--- config.mk ---
export PLATFORM = sky130hd
export DESIGN_NAME = adder_pipe_nbit_flat
export DESIGN_NICKNAME = d
export VERILOG_FILES = /design/src/rtl/adder_pipe_nbit_if.sv /design/src/rtl/adder_pipe_nbit.sv /design/src/flat_wrapper.sv
export SDC_FILE = /design/constraint.sdc
export NUM_CORES = 1
export LEC_CHECK = 0
export ABC_AREA = 1
export BUFFER_PORTS_ARGS = -buffer_cell sky130_fd_sc_hd__buf_2
export CAP_MARGIN = 20
export CELL_PAD_IN_SITES_DETAIL_PLACEMENT = 1
export CELL_PAD_IN_SITES_GLOBAL_PLACEMENT = 2
export CORE_MARGIN = 8
export CORE_UTILIZATION = 41
export DETAILED_ROUTE_END_ITERATION = 10
export PLACE_DENSITY = 0.8
export SYNTH_ARGS = -nofsm -noshare
export SYNTH_HDL_FRONTEND = slang
export SYNTH_SLANG_ARGS = --single-unit
--- constraint.sdc ---
create_clock -name clk -period 3.9 [get_ports clk]
set_input_delay 0.39 -clock clk [delete_from_list [all_inputs] [get_ports clk]]
set_output_delay 0.39 -clock clk [all_outputs]
set_load 0.03 [all_outputs]
--- src/rtl/adder_pipe_nbit_if.sv ---
// Operand/result bundle for adder_pipe_nbit; the pipeline is the slave, the issuer the master.
// Latency: none, this is only wiring.
// Backpressure: none; there is no ready signal, and the issuer may present one operation per cycle.
// Optional macro ADDER_ZERO_FLAG_EN adds the registered 'zero' result flag.
interface adder_pipe_nbit_if #(
  parameter int BIT_WIDTH = 16
);
  logic                 clear;
  logic                 valid_in;
  logic [BIT_WIDTH-1:0] a;
  logic [BIT_WIDTH-1:0] b;
  logic                 carry_in;
  logic                 signed_mode;
  logic                 valid_out;
  logic [BIT_WIDTH-1:0] sum;
  logic                 overflow;
`ifdef ADDER_ZERO_FLAG_EN
  logic                 zero;

  modport master (
    output clear, valid_in, a, b, carry_in, signed_mode,
    input  valid_out, sum, overflow, zero
  );
  modport slave (
    input  clear, valid_in, a, b, carry_in, signed_mode,
    output valid_out, sum, overflow, zero
  );
`else
  modport master (
    output clear, valid_in, a, b, carry_in, signed_mode,
    input  valid_out, sum, overflow
  );
  modport slave (
    input  clear, valid_in, a, b, carry_in, signed_mode,
    output valid_out, sum, overflow
  );
`endif
endinterface

--- src/rtl/adder_pipe_nbit.sv ---
// Carry-chained pipelined adder: each stage adds one CHUNK-wide slice with the carry registered by the previous stage.
// Latency: NUM_STAGES cycles from the valid_in sample to the valid_out pulse.
// Backpressure: none; one operation is accepted per cycle. 'clear' kills everything in flight.
// Optional macro ADDER_ZERO_FLAG_EN adds a registered 'zero' flag that is updated together with sum.
module adder_pipe_nbit #(
  parameter int BIT_WIDTH  = 16,
  parameter int NUM_STAGES = 4
) (
  input logic              clk,
  input logic              n_rst,
  adder_pipe_nbit_if.slave bus
);

  localparam int CHUNK = BIT_WIDTH / NUM_STAGES;

  // Inputs to stage k. Stage 0 takes the bus directly, and later stages take the
  // previous stage's registers. Operands travel full width (skew), and the sum slices
  // completed so far accumulate in s_in (deskew). As a result, the whole result
  // leaves the pipeline in one cycle.
  logic [BIT_WIDTH-1:0] a_in   [NUM_STAGES];
  logic [BIT_WIDTH-1:0] b_in   [NUM_STAGES];
  logic [BIT_WIDTH-1:0] s_in   [NUM_STAGES];
  logic                 vld_in [NUM_STAGES];
  logic                 sm_in  [NUM_STAGES];
  logic                 cy_in  [NUM_STAGES];

  // Output registers. These are written only by the last stage.
  logic                 vout_q;
  logic [BIT_WIDTH-1:0] sum_q;
  logic                 ovf_q;
`ifdef ADDER_ZERO_FLAG_EN
  logic                 zero_q;
`endif

  assign a_in[0]   = bus.a;
  assign b_in[0]   = bus.b;
  assign s_in[0]   = '0;
  assign vld_in[0] = bus.valid_in;
  assign sm_in[0]  = bus.signed_mode;
  assign cy_in[0]  = bus.carry_in;

  for (genvar k = 0; k < NUM_STAGES; k++) begin : g_stage
    logic [CHUNK:0]       add_w;
    logic [BIT_WIDTH-1:0] s_d;

    // Add this stage's slice and merge it into the partial sum.
    always_comb begin
      add_w = {1'b0, a_in[k][k*CHUNK +: CHUNK]}
            + {1'b0, b_in[k][k*CHUNK +: CHUNK]}
            + {{CHUNK{1'b0}}, cy_in[k]};
      s_d = s_in[k];
      s_d[k*CHUNK +: CHUNK] = add_w[CHUNK-1:0];
    end

    if (k < NUM_STAGES - 1) begin : g_mid
      logic                 vld_q;
      logic                 sm_q;
      logic                 cy_q;
      logic [BIT_WIDTH-1:0] a_q;
      logic [BIT_WIDTH-1:0] b_q;
      logic [BIT_WIDTH-1:0] s_q;

      // Stage register. 'clear' kills the valid bit but leaves the data alone.
      always_ff @(posedge clk or negedge n_rst) begin
        if (!n_rst) begin
          vld_q <= 1'b0;
          sm_q  <= 1'b0;
          cy_q  <= 1'b0;
          a_q   <= '0;
          b_q   <= '0;
          s_q   <= '0;
        end else begin
          vld_q <= vld_in[k] & ~bus.clear;
          sm_q  <= sm_in[k];
          cy_q  <= add_w[CHUNK];
          a_q   <= a_in[k];
          b_q   <= b_in[k];
          s_q   <= s_d;
        end
      end

      assign a_in[k+1]   = a_q;
      assign b_in[k+1]   = b_q;
      assign s_in[k+1]   = s_d_pass(s_q);
      assign vld_in[k+1] = vld_q;
      assign sm_in[k+1]  = sm_q;
      assign cy_in[k+1]  = cy_q;
    end else begin : g_last
      logic fire;
      logic ovf_d;

      // Signed overflow: both operands have the same sign and the sum's sign differs.
      // This equals carry-into-MSB XOR carry-out-of-MSB, and it works even when CHUNK is 1.
      always_comb begin
        fire  = vld_in[k] & ~bus.clear;
        ovf_d = sm_in[k]
              ? ((a_in[k][BIT_WIDTH-1] == b_in[k][BIT_WIDTH-1]) &&
                 (s_d[BIT_WIDTH-1] != a_in[k][BIT_WIDTH-1]))
              : add_w[CHUNK];
      end

      // Output register. The result changes only when a live operation completes.
      always_ff @(posedge clk or negedge n_rst) begin
        if (!n_rst) begin
          vout_q <= 1'b0;
          sum_q  <= '0;
          ovf_q  <= 1'b0;
`ifdef ADDER_ZERO_FLAG_EN
          zero_q <= 1'b0;
`endif
        end else begin
          vout_q <= fire;
          if (fire) begin
            sum_q <= s_d;
            ovf_q <= ovf_d;
`ifdef ADDER_ZERO_FLAG_EN
            zero_q <= (s_d == '0);
`endif
          end
        end
      end
    end
  end

  // Identity helper. It keeps the partial-sum hand-off between stages explicit.
  function automatic logic [BIT_WIDTH-1:0] s_d_pass(input logic [BIT_WIDTH-1:0] v);
    return v;
  endfunction

  assign bus.valid_out = vout_q;
  assign bus.sum       = sum_q;
  assign bus.overflow  = ovf_q;
`ifdef ADDER_ZERO_FLAG_EN
  assign bus.zero      = zero_q;
`endif

endmodule

--- src/flat_wrapper.sv ---
// flat-port wrapper written by rule: the top's interface ports become plain ports
module adder_pipe_nbit_flat 
#(
  parameter int BIT_WIDTH  = 16,
  parameter int NUM_STAGES = 4
)
  (clk, n_rst, bus_clear, bus_valid_in, bus_a, bus_b, bus_carry_in, bus_signed_mode, bus_valid_out, bus_sum, bus_overflow);
  adder_pipe_nbit_if #(.BIT_WIDTH(BIT_WIDTH)) bus_i ();
  input logic clk;
  input logic n_rst;
  input wire logic [$bits(bus_i.clear)-1:0] bus_clear;
  input wire logic [$bits(bus_i.valid_in)-1:0] bus_valid_in;
  input wire logic [$bits(bus_i.a)-1:0] bus_a;
  input wire logic [$bits(bus_i.b)-1:0] bus_b;
  input wire logic [$bits(bus_i.carry_in)-1:0] bus_carry_in;
  input wire logic [$bits(bus_i.signed_mode)-1:0] bus_signed_mode;
  output wire logic [$bits(bus_i.valid_out)-1:0] bus_valid_out;
  output wire logic [$bits(bus_i.sum)-1:0] bus_sum;
  output wire logic [$bits(bus_i.overflow)-1:0] bus_overflow;
  assign bus_i.clear = bus_clear;
  assign bus_i.valid_in = bus_valid_in;
  assign bus_i.a = bus_a;
  assign bus_i.b = bus_b;
  assign bus_i.carry_in = bus_carry_in;
  assign bus_i.signed_mode = bus_signed_mode;
  assign bus_valid_out = bus_i.valid_out;
  assign bus_sum = bus_i.sum;
  assign bus_overflow = bus_i.overflow;
  adder_pipe_nbit #(.BIT_WIDTH(BIT_WIDTH), .NUM_STAGES(NUM_STAGES)) u_core (.clk(clk), .n_rst(n_rst), .bus(bus_i));
endmodule
==> results of run 1 <==
==> worst max-delay path, stage by stage, from the launching register on <==
cell,delay [ns]
dfrtp_1,0.33
inv_1,0.05
fa_1,0.45
fa_1,0.37
inv_1,0.12
nand3_1,0.09
nand2_1,0.08
a21oi_1,0.06
a21oi_1,0.14
==> sequential cells by signal, summed over array words and instances, names as in the netlist <==
register / flops
u_core.g_stage.g_mid.a_q: 24
u_core.g_stage.g_mid.b_q: 24
u_core.g_stage.g_mid.s_q: 24
u_core.bus.sum: 16
u_core.g_stage.g_mid.cy_q: 3
u_core.g_stage.g_mid.sm_q: 3
u_core.g_stage.g_mid.vld_q: 3
u_core.bus.overflow: 1
u_core.bus.valid_out: 1
==> final timing paths <==
| path | from | to | slack, ns | depth (start not counted) |
|---|---|---|---|---|
| min in group asynchronous | n_rst | u_core.g_stage[0].g_mid.b_q[14] | 0.16 | 1 |
| setup / recovery | u_core.g_stage[2].g_mid.b_q[12] | u_core.bus.overflow | 2.15 | 8 |
| max in group asynchronous | n_rst | u_core.g_stage[1].g_mid.s_q[3] | 2.87 | 2 |
| hold / removal | bus_b[5] | u_core.g_stage[0].g_mid.b_q[5] | 0.14 | 1 |
| setup reg to reg | u_core.g_stage[2].g_mid.b_q[12] | u_core.bus.overflow | 2.15 | 8 |
| hold reg to reg | u_core.g_stage[0].g_mid.b_q[9] | u_core.g_stage[1].g_mid.b_q[9] | 0.35 | 0 |
==> logic make-up (layout without fill, tap and decap cells) <==
family / after synthesis / in the layout / share of synthesized area (%)
xor+xnor: 6 / 6 / 1.59
simple gates: 70 / 70 / 8.53
fa+ha+maj: 20 / 20 / 9.40
flops: 99 / 99 / 75.1
compound gates: 16 / 16 / 2.54
buf+inv: 21 / 88 / 2.88
==> metal layers <==
| layer | track usage, % | vias up | wire (µm) |
|---|---|---|---|
| li1 | - | 844 | - |
| met3 | 2.98 | 14 | 283 |
| met2 | 16.8 | 45 | 2610 |
| met5 | 0 | - | 0 |
| met1 | 13.8 | 901 | 2500 |
| met4 | 6.63 | 0 | 161 |
==> cell type report <==
cell class	instances	area (µm²)	share of cell area, %
sequential	99	2480	62.9
multi-input combinational	112	728	18.5
timing repair buffer	56	285	7.24
clock inverter	5	128	3.24
tap	102	128	3.24
clock buffer	9	124	3.15
inverter	18	67.6	1.72
==> cell usage in the layout (no fill, tap or decap) <==
master	instances
bufinv_16	4
dfrtp_1	99
nor2_1	6
inv_2	1
fa_1	8
a21oi_1	10
o21ai_1	2
nand2_1	53
buf_2	54
clkinvlp_4	1
clkbuf_8	9
o21ai_0	3
or2_2	1
xnor2_1	1
inv_1	17
a21oi_2	1
ha_1	12
nand3_1	9
or2_4	1
xor2_1	5
buf_4	2
==> stage by stage <==
stage                     power (mW)  std cells
after floorplan                 1.41        232
after global placement          1.53        387
after detailed placement        1.55        387
after CTS                       2.36        401
after global routing            2.44        401
final                           2.32        401
==> synth_stat cells, types with 2 or more instances <==
cell type   n
xor2_1      5
a21oi_1    10
buf_6       2
dfrtp_1    99
inv_1      17
o21ai_0     3
nand2_1    53
o21ai_1     2
nor2_1      6
nand3_1     9
fa_1        8
ha_1       12
==> power by group <==
group	switching (mW)	total [mW]	internal, mW
registers	0.0486	1.20	1.15
clock network	0.317	0.801	0.484
logic	0.213	0.315	0.102
total	0.578	2.32	1.74
==> results.py, run 1 <==
metrics = {
    "yosys": {
        "synth_async_sr_flop_share_pct": 100,
        "synth.ff_latch_count": 99,
        "ys.flop_type": "dfrtp_1",
        "synth_edf_count": 0,
        "yosys-top-cells-area": "dfrtp_1 (75%), nand2_1 (6.0%), fa_1 (4.9%), ha_1 (4.5%), inv_1 (1.9%)",
        "yosysWarnings": 0,
        "yosysSeqAreaShare_pct": 75.1,
        "syn-num-nets": 290,
        "yosysTopAreaCellShare_pct": 75.1,
        "synth_area_leader_cell": "dfrtp_1",
        "synth_cells": 232,
        "netlist_area_um2": 3300,
        "yosysUniqueCellTypes": 18,
        "synth.avg_cell_area_um2": 14.2,
    },
    "run": {
        "maxCapViolCount": 0,
    },
    "timing": {
        "tightest_slew_ns": 0.873,
        "rsz0062_at_grt": "false",
        "hold_viol_final": 0,
        "fmax_mhz": 570,
        "tns_ns": 0,
        "final.setup.worst_slack_ns": 2.15,
        "setup_viol": 0,
        "slew_headroom_pct": 41.8,
        "post-route-min-period_ns": 1.75,
        "final.setup_skew_ns": 0.0109,
        "slew_viol_final": 0,
        "hold_slack_ns": 0.139,
        "fin_crit_sh_pct": 45.0,
    },
    "final_layout": {
        "post-route-cell-area_um2": 3940,
        "area_growth_pct": 19.3,
        "fin_nets": 354,
        "antennaDiodeCount": 0,
        "nFillCells": 824,
        "fin_util_pct": 50.7,
        "drive_above_1_share_pct": 24.7,
    },
    "worst_setup_path": {
        "worstPathRequired_ns": 4.17,
        "cp-end-kind": "flop",
        "path_class": "flop to flop",
        "start_kind": "flop",
        "crit_arrival_ns": 2.03,
        "critPathMaxFanout": 3,
    },
    "detailed_routing": {
        "drt_iter0_markers": 28,
        "drc": 0,
        "dr.pass1.iters": 4,
        "routed_via_density": 4.50,
        "totalWireLength_um": 5550,
        "wl_per_cell_um": 13.8,
        "num_vias": 1804,
        "ant_nets": 0,
    },
    "die": {
        "die_w_um": 106,
        "rows": 32,
        "start_util_pct": 42.5,
        "fp.dieH_um": 106,
        "pin_count": 56,
        "dieArea_um2": 11200,
        "core_um2": 7770,
    },
    "global_route": {
        "grt_usage_pct": 11.0,
        "grt_pass1_wl_um": 9740,
        "grt_max_degree": 74,
        "grt-ovfl-total": 0,
        "antenna_found_initial": 0,
        "grt_pass1_vias": 2053,
    },
    "place": {
        "numPortBuffers": 55,
        "post-dp-hpwl_um": 3930,
        "dpl_cell_area_um2": 3690,
        "dpl_worst_slack_ns": 2.16,
        "routabilityCongestion": 0.680,
    },
    "clocking": {
        "htreeDepth": 3,
        "clock-sinks": 99,
        "cts-buffers-inserted": 9,
        "ctsResizeCount": 0,
        "insertion_delay_ns": 0.35,
        "clockBufferDepth": 2,
        "cts_root_buffer": "clkbuf_8",
        "cts_setup_buffers": 0,
        "clk_pin_slew_ns": 0.09,
        "cts_tree": "yes",
        "cts_hold_buf": 0,
    },
    "power": {
        "power.density_nw_per_um2": 589,
        "total_leakage_power_nw": 2.01,
        "ir_drop_v": 0.000239,
    },
    "status": {
        "outcome": "finished clean",
    },
    "hold_path": {
        "min_path_type": "input port to flop",
    },
}
No activity file was read; power rests on OpenSTA's default activity.
==> run 2, diff against run 1 <==
- CORE_UTILIZATION: 41 -> 34
- PLACE_DENSITY: 0.8 -> 0.71
- clock period: 3.9 -> 1.42 ns (I/O delays scaled with it)
==> results.py, run 2 (synthesis gave the netlist of run 1 again) <==
metrics = {
    "clocking": {
        "cts-buffers-inserted": 9,
        "insertion_delay_ns": 0.35,
        "cts_root_buffer": "clkbuf_8",
        "clk_pin_slew_ns": 0.09,
        "htreeDepth": 3,
        "clockBufferDepth": 2,
        "cts_tree": "yes",
        "clock-sinks": 99,
    },
    "hold_path": {
        "hold_end": "u_core.g_stage[0].g_mid.s_q[0]",
        "min_path_type": "input port to flop",
        "hold_start": "bus_a[0]",
        "hold_depth": 2,
    },
    "final_layout": {
        "top_regs": "u_core.g_stage.g_mid.a_q: 24 flops, u_core.g_stage.g_mid.b_q: 24 flops, u_core.g_stage.g_mid.s_q: 24 flops",
        "layout_commonest_cell": "dfrtp_1",
        "nFillCells": 1013,
        "fin_nets": 386,
        "final_cells": 466,
        "drive_above_1_share_pct": 28.8,
        "antennaDiodeCount": 0,
        "area_growth_pct": 31.3,
        "layout_common_cells": "dfrtp_1 (99), buf_2 (54), nand2_1 (50)",
    },
    "global_route": {
        "antenna_found_initial": 0,
        "grt_pass1_vias": 2137,
        "top_usage_layer": "met2",
        "grt-ovfl-total": 0,
        "grt_max_degree": 46,
        "use_met1_pct": 12.0,
        "grt_pass1_wl_um": 10400,
        "use_met3_pct": 2.69,
        "grt_usage_pct": 10.2,
        "grtUsageMet2_pct": 16.0,
    },
    "timing": {
        "post-route-min-period_ns": 1.61,
        "hold_slack_ns": 0.0711,
        "fin_crit_sh_pct": 114,
        "slew_headroom_pct": 82.5,
        "rsz0062_at_grt": "true",
        "fmax_mhz": 620,
        "hold_viol_final": 0,
        "tns_ns": -0.493,
        "tightest_slew_ns": 0.263,
        "final.setup.worst_slack_ns": -0.193,
        "final.setup_skew_ns": 0.00879,
        "setup_viol": 5,
        "slew_viol_final": 0,
    },
    "die": {
        "dieArea_um2": 13100,
        "start_util_pct": 34.4,
        "pin_count": 56,
        "fp.dieH_um": 115,
        "rows": 36,
        "die_w_um": 115,
        "core_um2": 9590,
    },
    "detailed_routing": {
        "wl_per_cell_um": 12.8,
        "drc": 0,
        "num_vias": 1859,
        "drt_iter0_markers": 46,
        "dr.pass1.iters": 4,
        "totalWireLength_um": 5980,
        "ant_nets": 0,
        "routed_via_density": 3.99,
    },
    "worst_setup_path": {
        "critPathMaxFanout": 2,
        "path_class": "flop to flop",
        "ff2ff_path_depth": 8,
        "start_kind": "flop",
        "crit_arrival_ns": 1.90,
        "critPathLaunch": "u_core.g_stage[2].g_mid.b_q[12]",
        "rr_startpoint": "u_core.g_stage[2].g_mid.b_q[12]",
        "r2r_end": "u_core.bus.overflow",
        "worstPathRequired_ns": 1.70,
        "cp-end-kind": "flop",
        "rrSetupSlack_ns": -0.19,
    },
    "place": {
        "dpl_worst_slack_ns": -0.192,
        "numPortBuffers": 55,
        "dpl.cell_count": 421,
        "routabilityCongestion": 0.745,
        "post-dp-hpwl_um": 4100,
    },
    "status": {
        "violations": "negative setup slack",
        "outcome": "finished with violations",
    },
    "power": {
        "total_power_mw": 6.30,
        "ir_drop_v": 0.000990,
        "total_leakage_power_nw": 2.14,
        "power.density_nw_per_um2": 1450,
    },
    "run": {
        "maxCapViolCount": 0,
    },
}
## run 2: changes by cell type in the layout (fill, tap and decap cells not counted), sizes merged
| cell | change |
|---|---|
| dlygate4sd3 | +28 |
| inv | +1 |
| buf | +4 |
| bufinv | -2 |
| clkinvlp | +1 |
| clkbuf | +2 |
## run 2: layout make-up
cell class | count | area (µm²) | share of cell area (%)
Clock inverter | 5 | 83.8 | 1.93
Multi-Input combinational cell | 112 | 766 | 17.7
Sequential cell | 99 | 2480 | 57.2
Clock buffer | 11 | 151 | 3.49
Timing Repair Buffer | 88 | 621 | 14.3
Tap cell | 133 | 166 | 3.84
Inverter | 18 | 67.6 | 1.56
## run 2: how the worst max path moves through the flow
stage                                endpoint
after global routing      u_core.bus.overflow
after global placement    u_core.bus.overflow
after CTS                 u_core.bus.overflow
after detailed placement  u_core.bus.overflow
final                     u_core.bus.overflow
after floorplan           u_core.bus.overflow
## run 2: where the power goes
part           leakage (nW)  internal, mW  switching (mW)
logic                 0.844         0.360           0.609
clock network         0.112          1.09           0.929
registers              1.18          3.17           0.138
## run 2: through the flow
step | utilization [%] | cell area (µm²)
6_report | 45.2 | 4330
5_1_grt | 45.2 | 4330
4_1_cts | 45.0 | 4320
3_5_place_dp | 39.4 | 3780
3_3_place_gp | 39.4 | 3780
2_1_floorplan | - | 3310
## run 2: what timing repair did
action | CTS | global route
endpoints found under the hold margin | 127 | 0
gates resized for setup | 5 | 6
endpoints found under the setup margin | 7 | 8
pin swaps | 6 | 5
hold buffers | 28 | 0
setup buffers | 1 | 0
## run 2: worst max-delay path, stage by stage (launching register included)
cell,delay (ns)
dfrtp_1,0.34
inv_2,0.04
fa_2,0.40
fa_2,0.37
inv_2,0.07
nand3_2,0.07
nand2_2,0.07
a21oi_2,0.05
a21oi_2,0.14
## run 2: metal layers
metal  wire length (µm)  up-vias  share of wire [%]
li1                   -      912                  -
met1               2700      891                 45
met2               2850       44                 48
met3                262       12                4.4
met4                160        0                2.7
met5                  0        -                  0
